## config.mk

```make
export PLATFORM = sky130hd
export DESIGN_NAME = lcd_pattern_gen
export DESIGN_NICKNAME = d
export VERILOG_FILES = /design/src/rtl/lcd_pattern_gen_pkg.sv /design/src/rtl/lcd_box_mover.sv /design/src/rtl/lcd_pattern_gen.sv
export SDC_FILE = /design/constraint.sdc
export NUM_CORES = 1
export LEC_CHECK = 0
export CELL_PAD_IN_SITES_DETAIL_PLACEMENT = 0
export CELL_PAD_IN_SITES_GLOBAL_PLACEMENT = 1
export CORE_UTILIZATION = 45
export CTS_BUF_LIST = sky130_fd_sc_hd__clkbuf_16
export DETAILED_ROUTE_END_ITERATION = 7
export PLACE_DENSITY = 0.84
export SLEW_MARGIN = 25
export SYNTH_ARGS = -nofsm -noshare
export SYNTH_HDL_FRONTEND = slang
export SYNTH_HIERARCHICAL = 1
export SYNTH_SLANG_ARGS = --single-unit
```

## constraint.sdc

```tcl
create_clock -name PixelClk -period 4.4 [get_ports PixelClk]
set_input_delay 0.88 -clock PixelClk [delete_from_list [all_inputs] [get_ports PixelClk]]
set_output_delay 0.88 -clock PixelClk [all_outputs]
set_load 0.02 [all_outputs]
```

## src/rtl/lcd_pattern_gen_pkg.sv

```systemverilog
// Shared definitions for the LCD test-pattern path: pattern mode encodings,
// RGB565 pixel type and the colour-bar table.
package lcd_pattern_gen_pkg;

  // Counter width; wide enough for panels up to 4095 pixels/lines and for
  // the fixed x[8:4] / y[8:3] gradient slices.
  localparam int CW = 12;

  typedef enum logic [1:0] {
    MODE_BARS     = 2'd0,
    MODE_CHECKER  = 2'd1,
    MODE_GRADIENT = 2'd2,
    MODE_BOX      = 2'd3
  } mode_e;

  typedef struct packed {
    logic [4:0] r;
    logic [5:0] g;
    logic [4:0] b;
  } rgb565_t;

  // One pipeline stage: timing plus the pixel that goes with it.
  typedef struct packed {
    logic    de;
    logic    hs;
    logic    vs;
    rgb565_t rgb;
  } pix_pipe_t;

  localparam rgb565_t RGB_BLACK = '{r: 5'd0,  g: 6'd0,  b: 5'd0};
  localparam rgb565_t RGB_WHITE = '{r: 5'd31, g: 6'd63, b: 5'd31};
  localparam rgb565_t RGB_BLUE  = '{r: 5'd0,  g: 6'd0,  b: 5'd31};

  // Blank timing: syncs are active-low, so idle is high.
  localparam pix_pipe_t PIPE_IDLE = '{de: 1'b0, hs: 1'b1, vs: 1'b1, rgb: RGB_BLACK};

  // Standard 8-bar order, full-scale components.
  function automatic rgb565_t bar_colour(input logic [2:0] idx);
    rgb565_t c;
    c = RGB_BLACK;
    case (idx)
      3'd0: c = RGB_WHITE;
      3'd1: c = '{r: 5'd31, g: 6'd63, b: 5'd0};   // yellow
      3'd2: c = '{r: 5'd0,  g: 6'd63, b: 5'd31};  // cyan
      3'd3: c = '{r: 5'd0,  g: 6'd63, b: 5'd0};   // green
      3'd4: c = '{r: 5'd31, g: 6'd0,  b: 5'd31};  // magenta
      3'd5: c = '{r: 5'd31, g: 6'd0,  b: 5'd0};   // red
      3'd6: c = RGB_BLUE;
      default: c = RGB_BLACK;
    endcase
    return c;
  endfunction

endpackage

```

## src/rtl/lcd_box_mover.sv

```systemverilog
// Bouncing-box position: one step per frame on each axis, reversing
// direction at the panel edges so the box always stays fully on screen.
module lcd_box_mover
  import lcd_pattern_gen_pkg::*;
#(
  parameter int WidthPixel = 480,
  parameter int HightPixel = 272,
  parameter int BoxSize    = 32
) (
  input  logic          PixelClk,
  input  logic          RST,
  input  logic          step,
  output logic [CW-1:0] box_x,
  output logic [CW-1:0] box_y
);

  localparam logic [CW-1:0] X_LIM = CW'(WidthPixel - BoxSize);
  localparam logic [CW-1:0] Y_LIM = CW'(HightPixel - BoxSize);

  // direction bits: 1 = moving towards larger coordinates
  logic dx, dy;

  // Axes are independent, so a corner hit simply flips both in one frame.
  always_ff @(posedge PixelClk) begin
    if (RST) begin
      box_x <= '0;
      box_y <= '0;
      dx    <= 1'b1;
      dy    <= 1'b1;
    end else if (step) begin
      if (dx) begin
        if (box_x >= X_LIM) begin
          dx    <= 1'b0;
          box_x <= box_x - 1'b1;
        end else begin
          box_x <= box_x + 1'b1;
        end
      end else begin
        if (box_x == '0) begin
          dx    <= 1'b1;
          box_x <= box_x + 1'b1;
        end else begin
          box_x <= box_x - 1'b1;
        end
      end

      if (dy) begin
        if (box_y >= Y_LIM) begin
          dy    <= 1'b0;
          box_y <= box_y - 1'b1;
        end else begin
          box_y <= box_y + 1'b1;
        end
      end else begin
        if (box_y == '0) begin
          dy    <= 1'b1;
          box_y <= box_y + 1'b1;
        end else begin
          box_y <= box_y - 1'b1;
        end
      end
    end
  end

endmodule

```

## src/rtl/lcd_pattern_gen.sv

```systemverilog
// LCD test-pattern generator. Tracks the pixel position from upstream
// DE/VSYNC, colours it according to the frame's mode, and re-aligns timing
// with the pixel through a two-stage pipeline.
module lcd_pattern_gen
  import lcd_pattern_gen_pkg::*;
#(
  parameter int WidthPixel = 480,
  parameter int HightPixel = 272,
  parameter int BarWidth   = 60,
  parameter int BoxSize    = 32
) (
  input  logic       PixelClk,
  input  logic       RST,
  input  logic       DE_in,
  input  logic       HSYNC_in,
  input  logic       VSYNC_in,
  input  logic [1:0] Mode,
  output logic       LCD_DE,
  output logic       LCD_HSYNC,
  output logic       LCD_VSYNC,
  output logic [4:0] LCD_R,
  output logic [5:0] LCD_G,
  output logic [4:0] LCD_B
);

  localparam int STAGES = 2;
  localparam logic [CW-1:0] X_MAX   = CW'(WidthPixel - 1);
  localparam logic [CW-1:0] Y_MAX   = CW'(HightPixel - 1);
  localparam logic [CW-1:0] BAR_MAX = CW'(BarWidth - 1);
  localparam logic [CW-1:0] BOX_SZ  = CW'(BoxSize);

  logic          de_prev, vs_prev;
  logic          de_fall, vs_fall;
  logic [CW-1:0] x, y, y_cur;
  logic [CW-1:0] bar_sub;
  logic [2:0]    bar_idx;
  logic [CW-1:0] box_x, box_y;
  mode_e         mode_q, mode_cur;
  logic          in_box;
  rgb565_t       pix;
  pix_pipe_t [STAGES:1] pipe;

  assign de_fall = de_prev & ~DE_in;
  assign vs_fall = vs_prev & ~VSYNC_in;

  // At frame start the new mode and y=0 already apply to this cycle's pixel,
  // so a DE coinciding with the VSYNC edge lands on line 0 of the new frame.
  assign mode_cur = vs_fall ? mode_e'(Mode) : mode_q;
  assign y_cur    = vs_fall ? '0 : y;

  // Edge detectors; idle values match blank timing.
  always_ff @(posedge PixelClk) begin
    if (RST) begin
      de_prev <= 1'b0;
      vs_prev <= 1'b1;
    end else begin
      de_prev <= DE_in;
      vs_prev <= VSYNC_in;
    end
  end

  // Horizontal position: counts active pixels, held at 0 through blanking.
  always_ff @(posedge PixelClk) begin
    if (RST || !DE_in) x <= '0;
    else if (x < X_MAX) x <= x + 1'b1;
  end

  // Vertical position: advances at the end of each active line.
  always_ff @(posedge PixelClk) begin
    if (RST || vs_fall) y <= '0;
    else if (de_fall && y < Y_MAX) y <= y + 1'b1;
  end

  // Bar index tracked with a sub-counter instead of dividing x by BarWidth.
  always_ff @(posedge PixelClk) begin
    if (RST || !DE_in) begin
      bar_idx <= '0;
      bar_sub <= '0;
    end else if (bar_sub == BAR_MAX) begin
      bar_sub <= '0;
      if (bar_idx != 3'd7) bar_idx <= bar_idx + 3'd1;
    end else begin
      bar_sub <= bar_sub + 1'b1;
    end
  end

  // Mode is frozen for a whole frame to avoid tearing mid-picture.
  always_ff @(posedge PixelClk) begin
    if (RST) mode_q <= MODE_BARS;
    else if (vs_fall) mode_q <= mode_e'(Mode);
  end

  // The box keeps moving in every mode so entering box mode is seamless.
  lcd_box_mover #(
    .WidthPixel(WidthPixel),
    .HightPixel(HightPixel),
    .BoxSize   (BoxSize)
  ) u_box (
    .PixelClk(PixelClk),
    .RST     (RST),
    .step    (vs_fall),
    .box_x   (box_x),
    .box_y   (box_y)
  );

  assign in_box = (x >= box_x) && (x < box_x + BOX_SZ) &&
                  (y_cur >= box_y) && (y_cur < box_y + BOX_SZ);

  // Pixel colour for the current position.
  always_comb begin
    pix = RGB_BLACK;
    case (mode_cur)
      MODE_BARS:     pix = bar_colour(bar_idx);
      MODE_CHECKER:  pix = (x[4] ^ y_cur[4]) ? RGB_WHITE : RGB_BLACK;
      MODE_GRADIENT: pix = '{r: x[8:4], g: y_cur[8:3], b: 5'd31 - x[8:4]};
      MODE_BOX:      pix = in_box ? RGB_WHITE : RGB_BLUE;
      default:       pix = RGB_BLACK;
    endcase
  end

  // Timing/pixel pipeline; RGB is blanked outside DE at entry.
  always_ff @(posedge PixelClk) begin
    if (RST) begin
      for (int i = 1; i <= STAGES; i++) pipe[i] <= PIPE_IDLE;
    end else begin
      pipe[1] <= '{de: DE_in, hs: HSYNC_in, vs: VSYNC_in,
                   rgb: (DE_in ? pix : RGB_BLACK)};
      for (int i = 2; i <= STAGES; i++) pipe[i] <= pipe[i-1];
    end
  end

  assign LCD_DE    = pipe[STAGES].de;
  assign LCD_HSYNC = pipe[STAGES].hs;
  assign LCD_VSYNC = pipe[STAGES].vs;
  assign LCD_R     = pipe[STAGES].rgb.r;
  assign LCD_G     = pipe[STAGES].rgb.g;
  assign LCD_B     = pipe[STAGES].rgb.b;

endmodule

```

## Word-level counts from Yosys, hierarchy flattened

Index checks and enable logic that the tools add are counted.

| storage, ports and cells | value |
|---|---|
| output and inout bits | 19 |
| bits in registers | 105 |

| cells by class | value |
|---|---|
| bitwise operators | 5 |
| order comparisons | 8 |
| add/sub/neg operators | 11 |
| mux-type cells | 18 |
| reduce and logical (&&, ||, !) cells | 14 |
| equal/unequal tests | 11 |

Operators by type and width:

| cell | number |
|---|---|
| one-hot mux 16 bit (7 select lines) | 1 |
| two-way mux 12 bit | 7 |
| one-hot mux 16 bit (4 select lines) | 1 |
| adder 12 x 1 -> 12 bit (second input constant) | 5 |
| two-way mux 16 bit | 2 |
| adder 12 x 6 -> 12 bit (second input constant) | 2 |
| greater-or-equal comparator 12 bit | 2 |
| zero test 12 bit | 2 |
| less-than comparator 12 bit | 2 |
| less-than comparator 12 x 9 -> 1 bit (second input constant) | 2 |
| subtractor 12 x 1 -> 12 bit (second input constant) | 2 |
| equality test 12 x 6 -> 1 bit (second input constant) | 1 |
| greater-or-equal comparator 12 x 8 -> 1 bit (second input constant) | 1 |
| greater-or-equal comparator 12 x 9 -> 1 bit (second input constant) | 1 |
| equality test 3 bit (second input constant) | 3 |
| equality test 3 x 2 -> 1 bit (second input constant) | 2 |
| two-way mux 1 bit | 6 |
| subtractor 5 bit (first input constant) | 1 |
| equality test 2 bit (second input constant) | 2 |
| logical AND 1 bit | 4 |
| OR reduction 2 bit | 2 |
| adder 3 x 1 -> 3 bit (second input constant) | 1 |
| equality test 3 x 1 -> 1 bit (second input constant) | 1 |
| zero test 3 bit | 1 |
| other kinds (10) | 13 |

## Depth between registers and ports, before layout

| logic depth | value |
|---|---|
| depth in word-level cells | 8 |
| gate-level depth with buffers | 11 |
| gate-level depth less buffers | 11 |

## Hierarchy

Netlist, hierarchy kept.

Modules (own cells, without submodules):

| module | area an instance (um^2) | sequential area each (um^2) | cells each | times used |
|---|---|---|---|---|
| lcd_pattern_gen | 4364.2 | 1581.5 | 486 | 1 |
| lcd_box_mover | 1719.1 | 520.5 | 204 | 1 |

## Least setup slack after synthesis

Ideal clock, no wire load.

| timing path | value |
|---|---|
| kind | in2reg |
| start | in VSYNC_in |
| end | reg pipe[14] (netlist name) |
| arrival time | 3167 ps |
| path buffers | 2 |
| setup slack | 1162 ps |
| stages on the path | 11 |
| cell sequence | nand2b_4 buf_2 clkbuf_1 and2_1 ha_1 a211oi_2 o22ai_1 a2111o_1 nor4_4 a31oi_4 a21oi_2 |

| between the ends | value |
|---|---|
| cells in the longest elaborated chain, start to end | 8 |
| elaborated cells on any way between the ends | 16 |
| classes of those cells | 2 x order compare; 3 x eq/ne; 5 x mux; 3 x bitwise; 3 x reduce/logical |

RTL lines:

| what | line | text |
|---|---|---|
| from (decl) | lcd_pattern_gen.sv:16 | `input logic VSYNC_in,` |
| inverter 1 bit * | lcd_pattern_gen.sv:44 | `assign vs_fall = vs_prev & ~VSYNC_in;` |
| AND 1 bit * | lcd_pattern_gen.sv:44 |  |
| two-way mux 12 bit | lcd_pattern_gen.sv:49 | `assign y_cur = vs_fall ? '0 : y;` |
| greater-or-equal comparator 12 bit | lcd_pattern_gen.sv:107 | `(y_cur >= box_y) && (y_cur < box_y + BOX_SZ);` |
| logical AND 1 bit | lcd_pattern_gen.sv:106 | `assign in_box = (x >= box_x) && (x < box_x + BOX_SZ) &&` |
| logical AND 1 bit | lcd_pattern_gen.sv:107 |  |
| two-way mux 16 bit | lcd_pattern_gen.sv:116 | `MODE_BOX: pix = in_box ? RGB_WHITE : RGB_BLUE;` |
| one-hot mux 16 bit (4 select lines) * | lcd_pattern_gen.sv:112 | `case (mode_cur)` |
| to (decl) | lcd_pattern_gen.sv:41 | `pix_pipe_t [STAGES:1] pipe;` |

Mark *: on every way between the ends. The rest lies on a longest branch, timed or not.
A chain may end at the register's enable or synchronous reset.

## Worst setup path in the final report

Same ends and word-level chain as after synthesis.

==> flow_metrics.py <==
metrics = {
    "run_status": {
        "outcome": "complete, no violations",
    },
    "timing": {
        "finClkSkew_ps": 8.22,
        "rsz0062_at_grt": "false",
        "hold_viol_final": 0,
        "max_freq_ghz": 0.298,
        "final.setup.tns_ps": 0,
        "worstMarginPinSlew_ps": 704,
        "slew_violations": 0,
        "setup_viol": 0,
        "worst_slack_ps": 1040,
        "post-route-min-period_ps": 3360,
        "max_slew_margin_pct": 53.1,
        "finalCritPeriodShare_pct": 76.4,
    },
    "placement": {
        "io_buffers": 25,
        "place_hpwl_microns": 9260,
        "dp.cells": 854,
        "pre_cts_slack_ps": 674,
        "gp_congestion": 0.883,
    },
    "setup_path": {
        "cp_max_fo": 22,
        "crit_path_start": "VSYNC_in",
        "critPathKind": "input pin to flop",
        "worstPathArrival_ps": 3650,
        "worst-r2r-cell-count": 10,
        "start_kind": "input pin",
        "r2r_end": "pipe[14]",
        "cp-endpoint": "pipe[14]",
        "end_kind": "flop",
        "rrSetupSlack_ps": 1150,
        "cp.required_ps": 4690,
        "r2r-start": "u_box/box_x[6]",
    },
    "logic_synthesis": {
        "synthCells": 690,
        "yosysSeqAreaShare_pct": 34.6,
        "syn-cell-area_sq_um": 6080,
        "synth-edff-count": 0,
        "synth_warnings": 6,
        "synthAdderAreaFrac_pct": 10.9,
        "synth_most_common_cell": "dfxtp_1",
        "ys_types": 74,
        "synth_area_leaders": "dfxtp_1 35%, ha_1 11%, nor2_1 4.1%",
        "synth_compound_area_share_pct": 13.1,
        "synth_largest_area_cell": "dfxtp_1",
        "syn_avg_cell_area_sq_um": 8.82,
        "synth-xor-area-share_pct": 5.90,
        "ys.flop_type": "dfxtp_1",
        "synth-simple-area-share_pct": 25.0,
        "synth-seq-cells": 105,
        "synth_fp_nets": 750,
        "synth_top_area_share_pct": 34.6,
        "async_flop_share_pct": 0,
        "synthMuxAreaShare_pct": 4.34,
        "synthTopCellsByCount": "105 x dfxtp_1, 66 x nor2_1, 53 x ha_1",
        "synth_top_family_by_area": "simple AND/OR/NAND/NOR gates",
    },
    "floorplanning": {
        "core_area_sq_um": 13200,
        "placementRows": 42,
        "design.die.area_sq_um": 14000,
        "chipWidth_microns": 118,
        "initial_core_util_pct": 46.1,
        "chipHeight_microns": 118,
        "pin_count": 26,
    },
    "finish": {
        "nNetsFinal": 749,
        "drive_gt1_share_pct": 9.08,
        "diodes": 0,
        "layout-area-overhead-vs-synth_pct": 8.84,
        "final_cells": 870,
    },
    "clock_network": {
        "cts-hold-fix-buffers": 0,
        "cts_tree": "yes",
        "clk-insertion-delay-late_ps": 350,
        "htreeDepth": 3,
        "path_clk_slew_ps": 70,
        "root_buffer": "clkbuf_16",
        "clockBufferDepth": 2,
        "cts_inserted_buffers": 9,
        "clock_sinks": 105,
        "post_cts_resized": 0,
        "cts_setup_buffers": 0,
    },
    "grt": {
        "grt_pass1_wl_microns": 21500,
        "antenna_found_initial": 0,
        "track_usage_pct": 19.0,
        "grt_pass1_vias": 4548,
        "overflow": 0,
        "grt_max_degree": 65,
    },
    "detailed_routing": {
        "drtIter0Drc": 257,
        "drtAntennaViolNets": 0,
        "drc": 0,
        "num_vias": 4723,
        "dr.pass1.iters": 4,
        "wl_per_cell_microns": 14.6,
        "wl_microns": 12700,
        "viasPerCell": 5.43,
    },
    "power_and_ir_drop": {
        "p_leak_nw": 2.61,
        "peakVddDrop_mv": 0.198,
        "power_density_nw_per_um2": 317,
    },
    "job": {
        "max_cap_violations": 0,
    },
    "worst_hold_path": {
        "min_path_type": "flop to flop",
    },
}
-- power by group --
group          total, mW  internal, mW  switching [mW]
Sequential          1.02         0.984          0.0367
Clock              0.764         0.389           0.375
Combinational      0.314         0.132           0.182
Total               2.10          1.51           0.593
-- layout by cell type (no fill, tap or decap), drive strengths merged, types with 3 or more instances in the layout --
| cell type | count |
|---|---|
| and4 | 4 |
| mux2 | 11 |
| o211ai | 9 |
| xnor2 | 26 |
| clkinv | 5 |
| nor4 | 5 |
| nand2 | 36 |
| nand4 | 15 |
| or2 | 5 |
| nand4b | 3 |
| clkbuf | 9 |
| nor3b | 3 |
| ha | 53 |
| or4 | 4 |
| clkdlybuf4s50 | 24 |
| xor2 | 15 |
| a31oi | 5 |
| or3 | 12 |
| mux2i | 14 |
| nor2 | 66 |
| and3 | 13 |
| dfxtp | 105 |
| nand2b | 4 |
| a211oi | 6 |
| nand3 | 38 |
| nor4b | 4 |
| a221oi | 4 |
| and2 | 19 |
| nor2b | 30 |
| o21ai | 21 |
| nor3 | 11 |
| buf | 4 |
| a22oi | 3 |
| a21oi | 37 |
| inv | 40 |
| a21o | 8 |
-- per-layer routing --
| metal | vias to the layer above | share of wire (%) | global-route usage (%) | wire length, microns |
|---|---|---|---|---|
| met3 | 23 | 3.2 | 2.56 | 404 |
| met1 | 2216 | 48 | 24.6 | 6040 |
| met2 | 80 | 46 | 30.6 | 5840 |
| met5 | - | 0 | 0 | 0 |
| met4 | 0 | 3.0 | 10.4 | 376 |
| li1 | 2404 | - | - | - |
-- flip-flops by register name, summed over array words and instances (netlist names) --
register	cells
pipe	19
bar_sub	12
u_box/box_x	12
u_box/box_y	12
x	12
y	12
LCD_G	6
LCD_B	5
LCD_R	5
bar_idx	3
mode_q	2
LCD_DE	1
LCD_HSYNC	1
LCD_VSYNC	1
u_box/dx	1
u_box/dy	1
-- worst max-delay path, cell delays in order --
cell and delay [ps]:
clkdlybuf4s50_1 420, nand2b_4 250, and2_1 240, ha_1 340
a211oi_2 200, o22ai_1 110, a2111o_1 440, nor4_4 320
a31oi_4 260, a21oi_2 180
-- how the worst min path moves through the flow --
stage,to,startpoint,cells past startpoint,slack [ps]
after detailed placement,LCD_HSYNC,pipe[17],1,400
after global routing,LCD_HSYNC,pipe[17],1,450
after floorplan,LCD_HSYNC,pipe[17],1,390
final,LCD_HSYNC,pipe[17],1,420
after global placement,LCD_HSYNC,pipe[17],1,400
after CTS,LCD_HSYNC,pipe[17],1,420
-- area by class of cell --
cell class                      instances  area (sq um)
Fill cell                            1239          6570
Inverter                               39           148
Clock inverter                          7          53.8
Tap cell                              176           220
Timing Repair Buffer                   28           268
Multi-Input combinational cell        506          3600
Clock buffer                            9           225
Sequential cell                       105          2100
-- per-stage QoR --
stage                     hold WS (ps)  util, %  area, sq um  total power, mW
after floorplan                    389        -         6080             1.28
after global placement             396     48.1         6340             1.34
final                              421     50.2         6620             2.10
after detailed placement           404     48.1         6340             1.35
after CTS                          421     50.2         6620             2.12
after global routing               454     50.2         6620             2.20
-- kinds of logic (layout without fill, tap and decap cells) --
group | count (synthesis) | after routing
simple gates | 276 | 276
flops | 105 | 105
buf+inv | 79 | 83
mux | 25 | 25
compound gates | 111 | 111
xor+xnor | 41 | 41
fa+ha+maj | 53 | 53
(Power assumes the default switching activity.)
